===== src/rtl/simon_seq_game.sv =====
// rtl/simon_seq_game.sv - parametrised memory-sequence game controller
//
// Plays back a growing random key sequence on the LED bank and then waits
// for the player to echo it on the key pad.
// Ports:
//   clock   in   rising-edge clock
//   reset   in   asynchronous active-low reset
//   start   in   synchronous game (re)start, overrides every state
//   k       in   key inputs, active-high, lowest index wins
//   nl      out  key LEDs, active-high
//   nloss   out  loss LED
//   speaker out  square-wave tone
//   level   out  number of completed rounds
//   busy    out  high in every state except IDLE
module simon_seq_game #(
  parameter int NUM_KEYS  = 4,
  parameter int ADDR_W    = 5,
  parameter int TB_INIT   = 33,
  parameter int TB_DEC    = 1,
  parameter int TB_MIN    = 4,
  parameter int COUNT_KEY = 33,
  parameter int COUNT_FIN = 8
) (
  input  logic                clock,
  input  logic                reset,
  input  logic                start,
  input  logic [NUM_KEYS-1:0] k,
  output logic [NUM_KEYS-1:0] nl,
  output logic                nloss,
  output logic                speaker,
  output logic [ADDR_W:0]     level,
  output logic                busy
);
  localparam int KW       = $clog2(NUM_KEYS);
  localparam int SIZE_MEM = 2 ** ADDR_W;
  localparam int LW       = ADDR_W + 1;
  localparam int TBW      = 6;
  localparam int CNT_MAX  = (TB_INIT > COUNT_KEY) ?
                            ((TB_INIT > COUNT_FIN) ? TB_INIT : COUNT_FIN) :
                            ((COUNT_KEY > COUNT_FIN) ? COUNT_KEY : COUNT_FIN);
  localparam int CW       = $clog2(CNT_MAX + 1);
  // Sound code: 0..NUM_KEYS-1 are keys, then the loss and win tones.
  localparam int SW       = KW + 1;
  localparam int TW       = $clog2(NUM_KEYS + 4);
  localparam logic [SW-1:0]       LOSS_SND = SW'(NUM_KEYS);
  localparam logic [SW-1:0]       WIN_SND  = SW'(NUM_KEYS + 1);
  localparam logic [NUM_KEYS-1:0] ONE_HOT0 = NUM_KEYS'(1);

  typedef enum logic [3:0] {
    IDLE, INIT, APPEND, S_ADDR, S_READ, S_ON, S_HOLD, S_OFF,
    K_ADDR, K_READ, K_WAIT, K_HOLD, K_OFF, LOSS_HOLD, LOSS, WIN
  } state_t;

  state_t              state_q;
  logic [NUM_KEYS-1:0] nl_q;
  logic                nloss_q, play_q, busy_q, phase_q, speaker_q;
  logic [SW-1:0]       sound_q;
  logic [CW-1:0]       count_q;
  logic [ADDR_W-1:0]   scan_q, max_q, address_q;
  logic [LW-1:0]       level_q;
  logic [TBW-1:0]      timebase_q;
  logic [KW-1:0]       num_q, data_out_q;
  logic [TW-1:0]       tone_cnt_q;
  logic [KW-1:0]       mem_q [SIZE_MEM];

  logic                key_hit_d;
  logic [KW-1:0]       key_idx_d;
  logic [TBW-1:0]      tb_next_d;
  logic [TW-1:0]       half_d;

  // Priority encoder: scanning downwards lets the lowest pressed key win.
  always_comb begin
    key_hit_d = 1'b0;
    key_idx_d = '0;
    for (int i = NUM_KEYS - 1; i >= 0; i--) begin
      if (k[i]) begin
        key_hit_d = 1'b1;
        key_idx_d = KW'(i);
      end
    end
  end

  always_comb begin
    if (int'(timebase_q) >= TB_MIN + TB_DEC) tb_next_d = timebase_q - TBW'(TB_DEC);
    else                                     tb_next_d = TBW'(TB_MIN);
  end

  always_comb begin
    if (sound_q == LOSS_SND)     half_d = TW'(2);
    else if (sound_q == WIN_SND) half_d = TW'(NUM_KEYS + 3);
    else                         half_d = TW'(sound_q) + TW'(3);
  end

  // Sequence memory: contents survive reset, reads land one cycle later.
  always_ff @(posedge clock) begin
    if (state_q == APPEND) mem_q[max_q] <= num_q;
    data_out_q <= mem_q[address_q];
  end

  always_ff @(posedge clock or negedge reset) begin
    if (!reset) begin
      state_q    <= IDLE;
      nl_q       <= '0;
      nloss_q    <= 1'b0;
      play_q     <= 1'b0;
      busy_q     <= 1'b0;
      phase_q    <= 1'b0;
      sound_q    <= '0;
      count_q    <= '0;
      scan_q     <= '0;
      max_q      <= '0;
      address_q  <= '0;
      level_q    <= '0;
      timebase_q <= TBW'(TB_INIT);
      num_q      <= '0;
    end else begin
      num_q <= (num_q == KW'(NUM_KEYS - 1)) ? '0 : num_q + KW'(1);
      if (start) begin
        // Clear the visible game state on the start edge itself.
        state_q    <= INIT;
        busy_q     <= 1'b1;
        nl_q       <= '0;
        nloss_q    <= 1'b0;
        play_q     <= 1'b0;
        max_q      <= '0;
        scan_q     <= '0;
        level_q    <= '0;
        timebase_q <= TBW'(TB_INIT);
      end else begin
        case (state_q)
          IDLE: state_q <= IDLE;
          INIT: begin
            nl_q       <= '0;
            nloss_q    <= 1'b0;
            play_q     <= 1'b0;
            max_q      <= '0;
            level_q    <= '0;
            timebase_q <= TBW'(TB_INIT);
            state_q    <= APPEND;
          end
          APPEND: begin
            scan_q  <= '0;
            state_q <= S_ADDR;
          end
          S_ADDR: begin
            address_q <= scan_q;
            state_q   <= S_READ;
          end
          S_READ: state_q <= S_ON;
          S_ON: begin
            nl_q    <= ONE_HOT0 << data_out_q;
            play_q  <= 1'b1;
            sound_q <= {1'b0, data_out_q};
            count_q <= CW'(timebase_q);
            state_q <= S_HOLD;
          end
          S_HOLD, K_HOLD: begin
            if (count_q == '0) begin
              nl_q    <= '0;
              play_q  <= 1'b0;
              count_q <= CW'(timebase_q);
              state_q <= (state_q == S_HOLD) ? S_OFF : K_OFF;
            end else count_q <= count_q - CW'(1);
          end
          S_OFF: begin
            if (count_q == '0) begin
              if (scan_q != max_q) begin
                scan_q  <= scan_q + ADDR_W'(1);
                state_q <= S_ADDR;
              end else begin
                scan_q  <= '0;
                state_q <= K_ADDR;
              end
            end else count_q <= count_q - CW'(1);
          end
          K_ADDR: begin
            address_q <= scan_q;
            count_q   <= CW'(COUNT_KEY);
            state_q   <= K_READ;
          end
          K_READ: state_q <= K_WAIT;
          K_WAIT: begin
            if (count_q == '0) begin
              state_q   <= LOSS;
              nloss_q   <= 1'b1;
              nl_q      <= '0;
              play_q    <= 1'b0;
              address_q <= max_q;
              count_q   <= CW'(COUNT_FIN - 1);
              phase_q   <= 1'b0;
            end else if (key_hit_d) begin
              nl_q    <= ONE_HOT0 << key_idx_d;
              play_q  <= 1'b1;
              sound_q <= {1'b0, key_idx_d};
              count_q <= CW'(timebase_q);
              if (key_idx_d == data_out_q) state_q <= K_HOLD;
              else begin
                nloss_q <= 1'b1;
                state_q <= LOSS_HOLD;
              end
            end else count_q <= count_q - CW'(1);
          end
          K_OFF: begin
            if (count_q == '0) begin
              if (scan_q != max_q) begin
                scan_q  <= scan_q + ADDR_W'(1);
                state_q <= K_ADDR;
              end else if (max_q != ADDR_W'(SIZE_MEM - 1)) begin
                max_q      <= max_q + ADDR_W'(1);
                level_q    <= level_q + LW'(1);
                timebase_q <= tb_next_d;
                state_q    <= APPEND;
              end else begin
                level_q <= level_q + LW'(1);
                nl_q    <= '1;
                play_q  <= 1'b0;
                count_q <= CW'(COUNT_FIN - 1);
                phase_q <= 1'b0;
                state_q <= WIN;
              end
            end else count_q <= count_q - CW'(1);
          end
          LOSS_HOLD: begin
            if (count_q == '0) begin
              nl_q      <= '0;
              play_q    <= 1'b0;
              address_q <= max_q;
              count_q   <= CW'(COUNT_FIN - 1);
              phase_q   <= 1'b0;
              state_q   <= LOSS;
            end else count_q <= count_q - CW'(1);
          end
          LOSS: begin
            // The loss blink shows the last element of the failed sequence.
            nloss_q <= 1'b1;
            if (count_q == '0) begin
              phase_q <= ~phase_q;
              count_q <= CW'(COUNT_FIN - 1);
              if (!phase_q) begin
                nl_q    <= ONE_HOT0 << data_out_q;
                sound_q <= LOSS_SND;
                play_q  <= 1'b1;
              end else begin
                nl_q   <= '0;
                play_q <= 1'b0;
              end
            end else count_q <= count_q - CW'(1);
          end
          WIN: begin
            if (count_q == '0) begin
              phase_q <= ~phase_q;
              count_q <= CW'(COUNT_FIN - 1);
              if (!phase_q) begin
                nl_q    <= '0;
                sound_q <= WIN_SND;
                play_q  <= 1'b1;
              end else begin
                nl_q   <= '1;
                play_q <= 1'b0;
              end
            end else count_q <= count_q - CW'(1);
          end
          default: state_q <= IDLE;
        endcase
      end
    end
  end

  // Tone generator: speaker toggles every half_d cycles while play_q is set.
  always_ff @(posedge clock or negedge reset) begin
    if (!reset) begin
      speaker_q  <= 1'b0;
      tone_cnt_q <= '0;
    end else if (!play_q) begin
      speaker_q  <= 1'b0;
      tone_cnt_q <= '0;
    end else if (tone_cnt_q + TW'(1) >= half_d) begin
      speaker_q  <= ~speaker_q;
      tone_cnt_q <= '0;
    end else begin
      tone_cnt_q <= tone_cnt_q + TW'(1);
    end
  end

  assign nl      = nl_q;
  assign nloss   = nloss_q;
  assign speaker = speaker_q;
  assign level   = level_q;
  assign busy    = busy_q;
endmodule


===== config.mk =====
export PLATFORM = sky130hd
export DESIGN_NAME = simon_seq_game
export DESIGN_NICKNAME = d
export VERILOG_FILES = /design/src/rtl/simon_seq_game.sv
export SDC_FILE = /design/constraint.sdc
export NUM_CORES = 1
export LEC_CHECK = 0
export CAP_MARGIN = 10
export CORE_MARGIN = 2
export CORE_UTILIZATION = 35
export CTS_CLUSTER_SIZE = 16
export DETAILED_ROUTE_END_ITERATION = 10
export SLEW_MARGIN = 0
export SYNTH_ARGS = -nofsm -noshare
export SYNTH_HDL_FRONTEND = slang
export SYNTH_SLANG_ARGS = --single-unit

===== constraint.sdc =====
create_clock -name clock -period 3.7 [get_ports clock]
set_input_delay 0.555 -clock clock [delete_from_list [all_inputs] [get_ports clock]]
set_output_delay 0.555 -clock clock [all_outputs]
set_load 0.01 [all_outputs]

==> impl_metrics.ini, run 1 <==
[detailed_routing]
drt_iter0_markers = 311
first_pass_iters = 5
wire_per_inst_um = 17.9
drc = 0
num_vias = 4684
wirelength_um = 14900
via_per_inst = 5.62
antenna_left = 0

[setup_path]
endpoint_kind = flop
timing.rr.start = state_q[3]
r2r_end = timebase_q[3]
crit_slowest_cell = dfrtp_1
crit_required_ns = 4.03
critPathBufInv = 0
path_class = reg2reg
r2r_cells = 5
slowest_delay_ns = 0.86
cp.arrival_ns = 3.15
crit_family = simple AND/OR/NAND/NOR gates
crit_path_max_fanout = 26
startpoint_type = flop
cp_cell_sequence = nand4bb_1, nor2_1, nand2b_1, or4_4, o31ai_1
r2r_slack_ns = 0.88

[clock_network]
cts.clk_slew.worst_paths_ns = 0.06
cts_tree = built
cts-root-buf = clkbuf_16
cts_sinks = 120
clk_latency_ns = 0.42
ctsHoldBuffers = 0
cts-resized-gates = 0
numCtsBuffers = 17
htree_levels = 4
cts_buffer_depth = 2
cts_setup_buffers = 0

[power]
power.switching_fraction = 0.279
power_frac_clock = 0.439
power_frac_comb = 0.145
power_switching_w = 0.00105
internal-power_w = 0.00271
ir_drop_mv = 0.324
seqPwrFrac = 0.417
power.density_nw_per_um2 = 506
power.leakage_nw = 2.55

[timing]
finalClockSkew_ns = 0.0147
setup_tns_ns = 0
final_hold_viol_count = 0
finalCritPeriodShare = 0.761
slew_viol_final = 0
setup_viol = 0
rsz0062_at_grt = no
post-route-min-period_ns = 2.82
hold_ws_ns = 0.123
slew_headroom = 0.293
fmax_mhz = 355
tightest_slew_ns = 1.06

[global_routing]
grt_pass1_wl_um = 24600
grt_antenna_before_repair = 0
grt_max_degree = 35
grt_pass1_vias = 4621
grt_use_total = 0.159
grt_overflow = 0

[logic_synthesis]
async_reset_ff_frac = 0.450
syn_inst = 575
syn-mean-instance-area_sq_um = 11.2
synth-edff-count = 64
syn_nets = 599
synth_top_area_share = 0.297
ys_ff_latch = 120
ys_seq_area_frac = 0.513
synth_area_sq_um = 6460
synthTopCellsByArea = edfxtp_1 30%, dfrtp_1 20%, mux4_2 7.0%
synth_top_cell_by_area = edfxtp_1
ys_types = 72
ys.flop_type = edfxtp_1
ys_warn_count = 0

[die]
fp.dieW_um = 140
num_rows = 49
initial_core_util = 0.359
die_y_um = 140
coreArea_sq_um = 18000
pin_count = 20
dieArea_sq_um = 19600

[min_path]
hold_class = in2async

[flow_run]
maxCapViolCount = 0

[layout]
final_common_cell = nor2_1
antenna_cells = 0
area_growth_pct = 15.0
mostFrequentLayoutCells = 86 x nor2_1, 64 x edfxtp_1, 52 x dfrtp_1
nets = 615
drive_gt1_frac = 0.167

[placement]
place_congestion = 0.896
port_buffers = 19
hpwl_um = 10300

[status]
status = finished, final reports clean
[how the worst max path moves through the flow]
stage                          start            end  slack [ns]  depth (start not counted)
final                     state_q[3]  timebase_q[3]        0.88                          5
after global routing      state_q[3]  timebase_q[3]        0.71                          5
after CTS                 state_q[3]  timebase_q[3]        0.96                          5
after detailed placement        k[2]          nl[2]        0.85                          7
after global placement          k[2]          nl[1]        0.93                          7
after floorplan             max_q[0]  timebase_q[3]        1.44                          8
[routing by layer]
metal	up-vias	track usage	routed length, um
met3	24	0.0385	837
met4	0	0.0474	187
met5	-	0	0
met1	2320	0.215	6770
met2	154	0.253	7130
li1	2186	-	-
[power by group through the flow]
| stage | registers (W) | logic [W] | clock network (W) |
|---|---|---|---|
| 2_1_floorplan | 0.00153 | 0.000478 | 0 |
| 4_1_cts | 0.00157 | 0.000546 | 0.00168 |
| 5_1_grt | 0.00158 | 0.000604 | 0.00173 |
| 3_3_place_gp | 0.00158 | 0.000530 | 0 |
| 3_5_place_dp | 0.00159 | 0.000545 | 0 |
| 6_report | 0.00157 | 0.000544 | 0.00165 |
[state kept, by name, summed over array words and instances (netlist names), 2 cells and up]
signal      cells
count_q         6
nl              4
num_q           2
address_q       5
scan_q          5
timebase_q      6
tone_cnt_q      3
state_q         4
mem_q          64
max_q           5
sound_q         3
level           6
data_out_q      2
[Yosys cell counts, types with 6 or more instances]
master / number
a22oi_1: 7
clkbuf_1: 18
xor2_1: 9
nor2_1: 86
mux2_2: 19
dfrtp_1: 52
o31ai_1: 7
mux4_2: 20
o21ai_0: 28
a21oi_1: 22
xnor2_1: 6
nand3_1: 13
nand4_1: 7
inv_1: 16
a31oi_1: 6
ha_1: 17
nand2_1: 36
nor3_1: 13
edfxtp_1: 64
and3_1: 8
nand2b_1: 7
nand3b_1: 7
[logic make-up after synthesis]
family / count (synthesis) / synth area share
and+or+nand+nor: 218 / 0.173
AOI/OAI and AO/OA: 121 / 0.126
DFF: 120 / 0.513
buffers and inverters: 44 / 0.0300
muxes: 40 / 0.104
adders and majority gates: 17 / 0.0329
xor gates and xnor gates: 15 / 0.0203
[stage by stage]
step / instances / setup WS (ns) / cell area (sq um) / utilization / power, W
2_1_floorplan: 575 / 1.44 / 6460 / - / 0.00200
3_3_place_gp: 801 / 0.927 / 6850 / 0.380 / 0.00211
3_5_place_dp: 801 / 0.846 / 6850 / 0.380 / 0.00214
4_1_cts: 833 / 0.955 / 7430 / 0.412 / 0.00380
5_1_grt: 833 / 0.713 / 7430 / 0.412 / 0.00392
6_report: 833 / 0.884 / 7430 / 0.412 / 0.00376
[cell type report]
class,count,area [sq um]
Tap cell,229,287
Inverter,16,60.1
Clock buffer,18,429
Sequential cell,120,3320
Multi-Input combinational cell,411,2950
Timing Repair Buffer,25,230
Clock inverter,14,160
Fill cell,1726,10600
Note: power is estimated with default switching activity, not from simulation.
==> run 2, diff against run 1 <==
==> constraint.sdc (replaced) <==
create_clock -name clock -period 2.38 [get_ports clock]
set_input_delay 0.357 -clock clock [delete_from_list [all_inputs] [get_ports clock]]
set_output_delay 0.357 -clock clock [all_outputs]
set_load 0.01 [all_outputs]
==> run 2 against run 1 <==
Net effect:
- final cell count is 7.4% higher
- clock-buffer cell count fell by 1
- register-to-register slack worse by 0.90 ns
- flip-flop and latch count did not move
- combinational power is 91% higher
- core utilization increased by 2.9 points
- hold slack got worse by 0.036 ns
- clock power up 52%
- design area rose by 7.1%
- critical path type unchanged
- sequential share of layout area decreased by 2.9 points
- the flow now finishes with violations (setup timing)
- global-route usage grew 0.96 points
==> impl_metrics.ini, run 2 (synthesis results as in run 1) <==
[status]
status = complete, but fails checks
violations = setup timing

[detailed_routing]
first_pass_iters = 4
num_vias = 4873
drc = 0
drt_iter0_markers = 301
antenna_left = 0
wirelength_um = 16100
via_per_inst = 5.44
wire_per_inst_um = 18.0

[layout]
nets = 677
drive_gt1_frac = 0.260
finalCoreUtilization = 0.442
mostFrequentLayoutCells = 86 x nor2_1, 66 x buf_4, 64 x edfxtp_1
final_cells = 895
final_common_cell = nor2_1
antenna_cells = 0
area_growth_pct = 23.2
stdcell_area_sq_um = 7960
num-fill-cells = 1695
top_register = mem_q
largest_reg_flops = 64

[placement]
place_congestion = 0.899
post-place-ws_ns = -0.153
hpwl_um = 11200
port_buffers = 19
dp.cells = 860
postPlaceCellArea_sq_um = 7300

[setup_path]
crit_slowest_cell = or4b_4
crit_required_ns = 2.67
r2r_cells = 9
path_class = reg2reg
cp_cell_sequence = inv_2, ha_4, or4b_4, nor2_4, buf_6, a22oi_2, o221ai_2, o21ai_4, mux2_4
r2r_end = nl[3]
slowest_delay_ns = 0.50
crit_path_max_fanout = 5
r2r_slack_ns = -0.01
endpoint_kind = flop
timing.rr.start = count_q[0]
startpoint_type = flop
cp.arrival_ns = 2.69

[global_routing]
grt_use_total = 0.168
grt_max_degree = 55
grt_pass1_wl_um = 26000
grt_overflow = 0
grt_pass1_vias = 5018
grt_antenna_before_repair = 0

[die]
pin_count = 20
dieArea_sq_um = 19600
num_rows = 49
fp.dieW_um = 140
coreArea_sq_um = 18000
initial_core_util = 0.359
die_y_um = 140

[timing]
fmax_mhz = 418
slew_viol_final = 0
post-route-min-period_ns = 2.39
setup_viol = 1
final_hold_viol_count = 0
slew_headroom = 0.491
worst_slack_ns = -0.0148
finalCritPeriodShare = 1.01
finalClockSkew_ns = 0.00839
tightest_slew_ns = 0.763

[flow_run]
maxCapViolCount = 0

[power]
ir_drop_mv = 0.579
power_frac_comb = 0.174
power_switching_w = 0.00179
power.density_nw_per_um2 = 750
seqPwrFrac = 0.408
internal-power_w = 0.00418
power.switching_fraction = 0.300
total_power_w = 0.00597
power_frac_clock = 0.419
power.leakage_nw = 2.85

[clock_network]
cts.clk_slew.worst_paths_ns = 0.06
cts_buffer_depth = 2
cts-root-buf = clkbuf_16
clk_latency_ns = 0.41
ctsHoldBuffers = 0
cts_sinks = 120
htree_levels = 4
numCtsBuffers = 17
cts_tree = built

[min_path]
hold_class = in2async
## run 2: cell count changes in the layout (fill, tap and decap cells not counted), sizes merged
| cell | delta |
|---|---|
| clkinv | -2 |
| bufinv | -2 |
| clkbuf | -1 |
| clkinvlp | +2 |
| inv | +3 |
| buf | +62 |
## run 2: power by group through the flow
stage / registers [W] / logic (W) / clock network (W)
detailed placement: 0.00247 / 0.000966 / 0
global route: 0.00245 / 0.00115 / 0.00265
global placement: 0.00246 / 0.000943 / 0
CTS: 0.00243 / 0.000970 / 0.00255
floorplan: 0.00237 / 0.000743 / 0
finish: 0.00243 / 0.00104 / 0.00250
## run 2: routing by layer
layer  global-route usage  part of all wire  wire [um]
met3               0.0358             0.036        585
met5                    0                 0          0
met4               0.0542             0.015        246
met1                0.224              0.45       7280
met2                0.275              0.50       8000
## run 2: critical path, delay by kind of cell (launching register included)
kind	cells	cell delay [ns]
simple gates	2	0.68
compound gates	3	0.48
fa+ha+maj	1	0.14
flops	1	0.41
buf+inv	2	0.24
mux	1	0.31
## run 2: layout make-up
cell class	count	area (sq um)	area share
sequential	120	3320	0.417
multi-input combinational	411	3010	0.378
timing repair buffer	87	712	0.0894
clock buffer	17	425	0.0534
tap	229	287	0.0360
clock inverter	15	155	0.0195
inverter	16	60.1	0.00754
## run 2: through the flow
| stage | setup TNS, ns | hold WS (ns) |
|---|---|---|
| floorplan | 0 | 0.0614 |
| global placement | -0.00212 | 0.459 |
| detailed placement | -1.01 | 0.455 |
| CTS | 0 | 0.106 |
| global route | -0.349 | 0.141 |
| finish | -0.0148 | 0.0866 |
## run 2: worst max-delay path by stage
stage | start | endpoint | slack (ns) | depth (start not counted)
6_report | count_q[0] | nl[3] | -0.01 | 9
5_1_grt | count_q[0] | nl[3] | -0.05 | 9
4_1_cts | count_q[0] | nl[3] | 0.005 | 9
3_5_place_dp | k[3] | nl[3] | -0.15 | 7
3_3_place_gp | k[2] | count_q[0] | -0.002 | 7
2_1_floorplan | max_q[0] | timebase_q[3] | 0.12 | 8
## run 2: what timing repair did
item	4_1_cts	5_1_grt
resized for setup	0	13
setup buffers	0	3
hold endpoints to repair	0	0
endpoints found under the setup margin	0	24
